$ cat config.mk
export PLATFORM = sky130hd
export DESIGN_NAME = baud_gen_frac
export DESIGN_NICKNAME = d
export VERILOG_FILES = /design/src/rtl/baud_pkg.sv /design/src/rtl/baud_frac_acc.sv /design/src/rtl/baud_gen_frac.sv
export SDC_FILE = /design/constraint.sdc
export NUM_CORES = 1
export LEC_CHECK = 0
export ABC_AREA = 1
export BUFFER_PORTS_ARGS = -buffer_cell sky130_fd_sc_hd__buf_2
export CAP_MARGIN = 15
export CORE_UTILIZATION = 50
export DETAILED_ROUTE_END_ITERATION = 7
export GPL_ROUTABILITY_DRIVEN = 0
export PLACE_DENSITY = 0.73
export SKIP_CTS_REPAIR_TIMING = 1
export SYNTH_ARGS = -nofsm -noshare
export SYNTH_HDL_FRONTEND = slang
export SYNTH_HIERARCHICAL = 1
export SYNTH_SLANG_ARGS = --single-unit
$ cat constraint.sdc
create_clock -name clk -period 1.97 [get_ports clk]
set_clock_uncertainty 0.2 [all_clocks]
set_input_delay 0.197 -clock clk [delete_from_list [all_inputs] [get_ports clk]]
set_output_delay 0.197 -clock clk [all_outputs]
set_load 0.005 [all_outputs]
$ cat src/rtl/baud_pkg.sv
// Shared constants, divisor types and width helper for the fractional baud generator.
package baud_pkg;

    localparam int BAUD_N   = 16;
    localparam int BAUD_F   = 4;
    localparam int BAUD_OSR = 16;

    typedef logic [BAUD_N-1:0] dvsr_int_t;
    typedef logic [BAUD_F-1:0] dvsr_frac_t;

    function automatic int phase_w(input int osr);
        return $clog2(osr);
    endfunction

endpackage

$ cat src/rtl/baud_frac_acc.sv
// Fractional error accumulator: adds dvsr_frac on every period wrap and flags
// (via carry) that the following period must be one cycle longer.
module baud_frac_acc
    import baud_pkg::*;
#(
    parameter int F = BAUD_F
) (
    input  logic         clk,
    input  logic         rst,
    input  logic         clr,
    input  logic         step,
    input  logic [F-1:0] frac,
    output logic         carry
);

    logic [F-1:0] acc;

    always_ff @(posedge clk or posedge rst) begin
        if (rst) begin
            acc   <= '0;
            carry <= 1'b0;
        end else if (clr) begin
            acc   <= '0;
            carry <= 1'b0;
        end else if (step) begin
            {carry, acc} <= {1'b0, acc} + {1'b0, frac};
        end
    end

endmodule

$ cat src/rtl/baud_gen_frac.sv
// Fractional-N baud tick generator: s_tick every dvsr_int+1(+frac) cycles,
// b_tick every OSR s_ticks. Macro BAUD_FRAC_EN compiles in the fractional part.
module baud_gen_frac
    import baud_pkg::*;
#(
    parameter int N   = BAUD_N,
    parameter int F   = BAUD_F,
    parameter int OSR = BAUD_OSR
) (
    input  logic                      clk,
    input  logic                      rst,
    input  logic                      en,
    input  logic                      restart,
    input  logic [N-1:0]              dvsr_int,
    input  logic [F-1:0]              dvsr_frac,
    output logic                      s_tick,
    output logic                      b_tick,
    output logic [phase_w(OSR)-1:0]   phase
);

    localparam int            PW         = phase_w(OSR);
    localparam logic [PW-1:0] PHASE_LAST = PW'(OSR - 1);
    localparam logic [PW-1:0] PHASE_ONE  = PW'(1);
    localparam logic [N:0]    CNT_ONE    = (N + 1)'(1);

    // One extra bit so an all-ones dvsr_int extended by carry still counts to 2^N.
    logic [N:0] cnt;
    logic [N:0] lim;
    logic       carry;
    logic       wrap;

    assign lim  = {1'b0, dvsr_int} + {{N{1'b0}}, carry};
    assign wrap = (cnt >= lim);

`ifdef BAUD_FRAC_EN
    baud_frac_acc #(
        .F(F)
    ) u_frac_acc (
        .clk   (clk),
        .rst   (rst),
        .clr   (restart),
        .step  (en && wrap),
        .frac  (dvsr_frac),
        .carry (carry)
    );
`else
    logic unused_frac;
    assign carry       = 1'b0;
    assign unused_frac = ^dvsr_frac;
`endif

    always_ff @(posedge clk or posedge rst) begin
        if (rst) begin
            cnt    <= '0;
            phase  <= '0;
            s_tick <= 1'b0;
            b_tick <= 1'b0;
        end else if (restart) begin
            cnt    <= '0;
            phase  <= '0;
            s_tick <= 1'b0;
            b_tick <= 1'b0;
        end else if (en) begin
            if (wrap) begin
                cnt    <= '0;
                s_tick <= 1'b1;
                if (phase == PHASE_LAST) begin
                    phase  <= '0;
                    b_tick <= 1'b1;
                end else begin
                    phase  <= phase + PHASE_ONE;
                    b_tick <= 1'b0;
                end
            end else begin
                cnt    <= cnt + CNT_ONE;
                s_tick <= 1'b0;
                b_tick <= 1'b0;
            end
        end else begin
            s_tick <= 1'b0;
            b_tick <= 1'b0;
        end
    end

endmodule

==> out/metrics.yaml <==
drcViolationCount: 0
root_buffer: "clkbuf_4"
cts_sinks: 23
syn_area_um2: 1788
synth-edff-count: 0
synth_cell_types: 28
cts_buffers: 3
synth-compound-area-share_pct: 5.038
required_ns: 2.04
dieHeight_um: 61.80
synth_mux_area_share_pct: 0
wire_per_inst_um: 11.56
wl_um: 4094
ios: 30
synth_nets: 297
path_max_fanout: 4
grt_max_degree: 24
yosysWarnings: 6
p_clk_share_pct: 27.1
peakVddDrop_mv: 0.2385
drt-initial-drc-count: 49
ys.flop_type: "dfrtp_1"
cts_tree: "built"
ys_ff_latch: 23
p_int_uw: 608.0
critPathLaunchType: "flop"
swShare_pct: 28.13
clk-insertion-delay-late_ns: 0.33
worstPathArrival_ns: 1.99
ys_seq_area_share_pct: 32.19
powerDensity_nw_per_um2: 354.9
async_reset_ff_share_pct: 100.0
fmax_mhz: 518.8
syn-mean-instance-area_um2: 7.012
synth_top_family_by_area: "simple AND/OR/NAND/NOR gates"
die_width_um: 61.80
max_slew_margin_pct: 68.79
crit_type: "reg2reg"
comb_power_share_pct: 16.0
firstDrtPassIters: 4
period_needed_ns: 1.928
finalSetupViolations: 0
power.switching_uw: 238.0
tightest_slew_ns: 0.4676
min_path_type: "in2reg"
antenna_cells: 0
drive_gt1_share_pct: 30.52
drv_cap: 0
dieArea_um2: 3819
num-fill-cells: 267
ant_nets: 0
grt_pass1_wl_um: 5837
status: "complete, no violations"
htreeDepth: 1
viasPerCell: 4.932
antenna_found_initial: 0
syn_inst: 255
yosys.area_share.simple_pct: 35.06
hold-worst-slack_ns: 0.03582
grt-ovfl-total: 0
p_seq_share_pct: 56.9
portBuffers: 25
period_share_pct: 97.85
cts.path.max_buffers: 2
fin_ws_ns: 0.04238
synthAdderAreaFrac_pct: 12.60
area_growth_pct: 33.31
p_leak_nw: 1.353
track_usage_pct: 21.28
nNetsFinal: 351
rsz0062_at_grt: "true"
pre_cts_slack_ns: -0.01980
hold_violations: 0
worstSetupEndpointType: "flop"
grt_pass1_vias: 1423
synth_xor_xnor_area_share_pct: 4.899
num_rows: 21
core_area_um2: 3390
dp_hpwl_um: 2674
start_util_pct: 52.75
drv_slew: 0
num_vias: 1746
clkTransAtPathRegs_ns: 0.14
-- cell usage after synthesis, types with 2 or more instances --
master   number  area, µm²
a21oi_1       3      15.01
dfrtp_1      23      575.6
ha_1         18      225.2
inv_1        44      165.2
nand2_1      86      322.8
nand2_4       3      33.78
nand3_1      13      65.06
nand4_1       7      43.79
nor2_1       25      93.84
nor2_2        2      12.51
o21ai_0       6      30.03
xnor2_1       3      26.28
xor2_1        7      61.31
-- path summary, 6_finish.rpt --
check / depth (start not counted) / slack, ns / startpoint / end
max: 10 / 0.04 / cnt[15]$_DFFE_PP0P_ / cnt[3]$_DFFE_PP0P_
min: 3 / 0.04 / en / b_tick$_DFF_PP0_
max reg2reg: 10 / 0.04 / cnt[15]$_DFFE_PP0P_ / cnt[3]$_DFFE_PP0P_
min reg2reg: 2 / 0.36 / cnt[16]$_DFFE_PP0P_ / cnt[16]$_DFFE_PP0P_
max in group asynchronous: 4 / 1.09 / rst / cnt[12]$_DFFE_PP0P_
min in group asynchronous: 4 / 0.23 / rst / cnt[3]$_DFFE_PP0P_
-- power by group through the flow --
stage / clock network (mW) / logic, mW / registers (mW)
5_1_grt: 0.259 / 0.154 / 0.482
3_5_place_dp: 0 / 0.102 / 0.490
6_report: 0.229 / 0.136 / 0.481
2_1_floorplan: 0 / 0.0651 / 0.489
4_1_cts: 0.245 / 0.103 / 0.481
3_3_place_gp: 0 / 0.0984 / 0.490
-- state kept, by name, indices dropped and copies added (netlist names) --
register  cells
cnt          17
phase         4
b_tick        1
s_tick        1
-- placed cells by master (no fill, tap or decap), types with 5 or more instances in the layout --
cell	instances
buf_2	25
buf_4	21
dfrtp_1	23
ha_1	12
ha_4	6
inv_1	43
nand2_1	74
nand2_2	12
nand3_1	12
nand4_1	7
nor2_1	18
nor2_2	5
nor2_4	5
o21ai_0	5
xor2_1	7
-- area by class of cell --
cell class	count	area, µm²	share of cell area [%]
Tap cell	46	57.56	2.415
Clock buffer	3	22.52	0.9449
Inverter	45	171.4	7.192
Sequential cell	23	575.6	24.15
Multi-Input combinational cell	187	1237	51.92
Clock inverter	1	5.005	0.2100
Timing Repair Buffer	49	314.1	13.18
-- logic make-up (layout without fill, tap and decap cells) --
family                     count (synthesis)  count (layout)
DFF                                       23              23
adders and majority gates                 18              18
xor gates and xnor gates                  10              10
buffers and inverters                     47              98
and+or+nand+nor                          142             144
AOI/OAI and AO/OA                         15              15
-- metrics by stage --
stage / setup TNS [ns] / cell area (µm²) / total power [mW] / util (%) / instances
finish: 0 / 2384 / 0.8460 / 70.32 / 354
global route: -0.6980 / 2384 / 0.8954 / 70.32 / 354
CTS: -0.2368 / 2100 / 0.8297 / 61.94 / 343
detailed placement: -0.04301 / 2072 / 0.5918 / 61.13 / 339
global placement: -0.002879 / 2072 / 0.5886 / 61.13 / 339
floorplan: 0 / 1788 / 0.5543 / - / 255
-- layer usage --
metal | up-vias | global-route usage (%) | wire length [µm]
li1 | 902 | - | -
met1 | 791 | 27.27 | 1847
met2 | 46 | 36.10 | 2023
met3 | 7 | 2.899 | 140
met4 | 0 | 8.889 | 82
met5 | - | 0 | 0
-- critical path, stage by stage, from the launching register on --
cell     delay, ns
dfrtp_1       0.40
ha_1          0.29
inv_1         0.06
nor2_1        0.04
a21oi_2       0.16
nand2_2       0.09
nor2_4        0.21
buf_6         0.14
nand2_4       0.06
buf_4         0.13
o22ai_2       0.08
No activity file was read; power rests on OpenSTA's default activity.
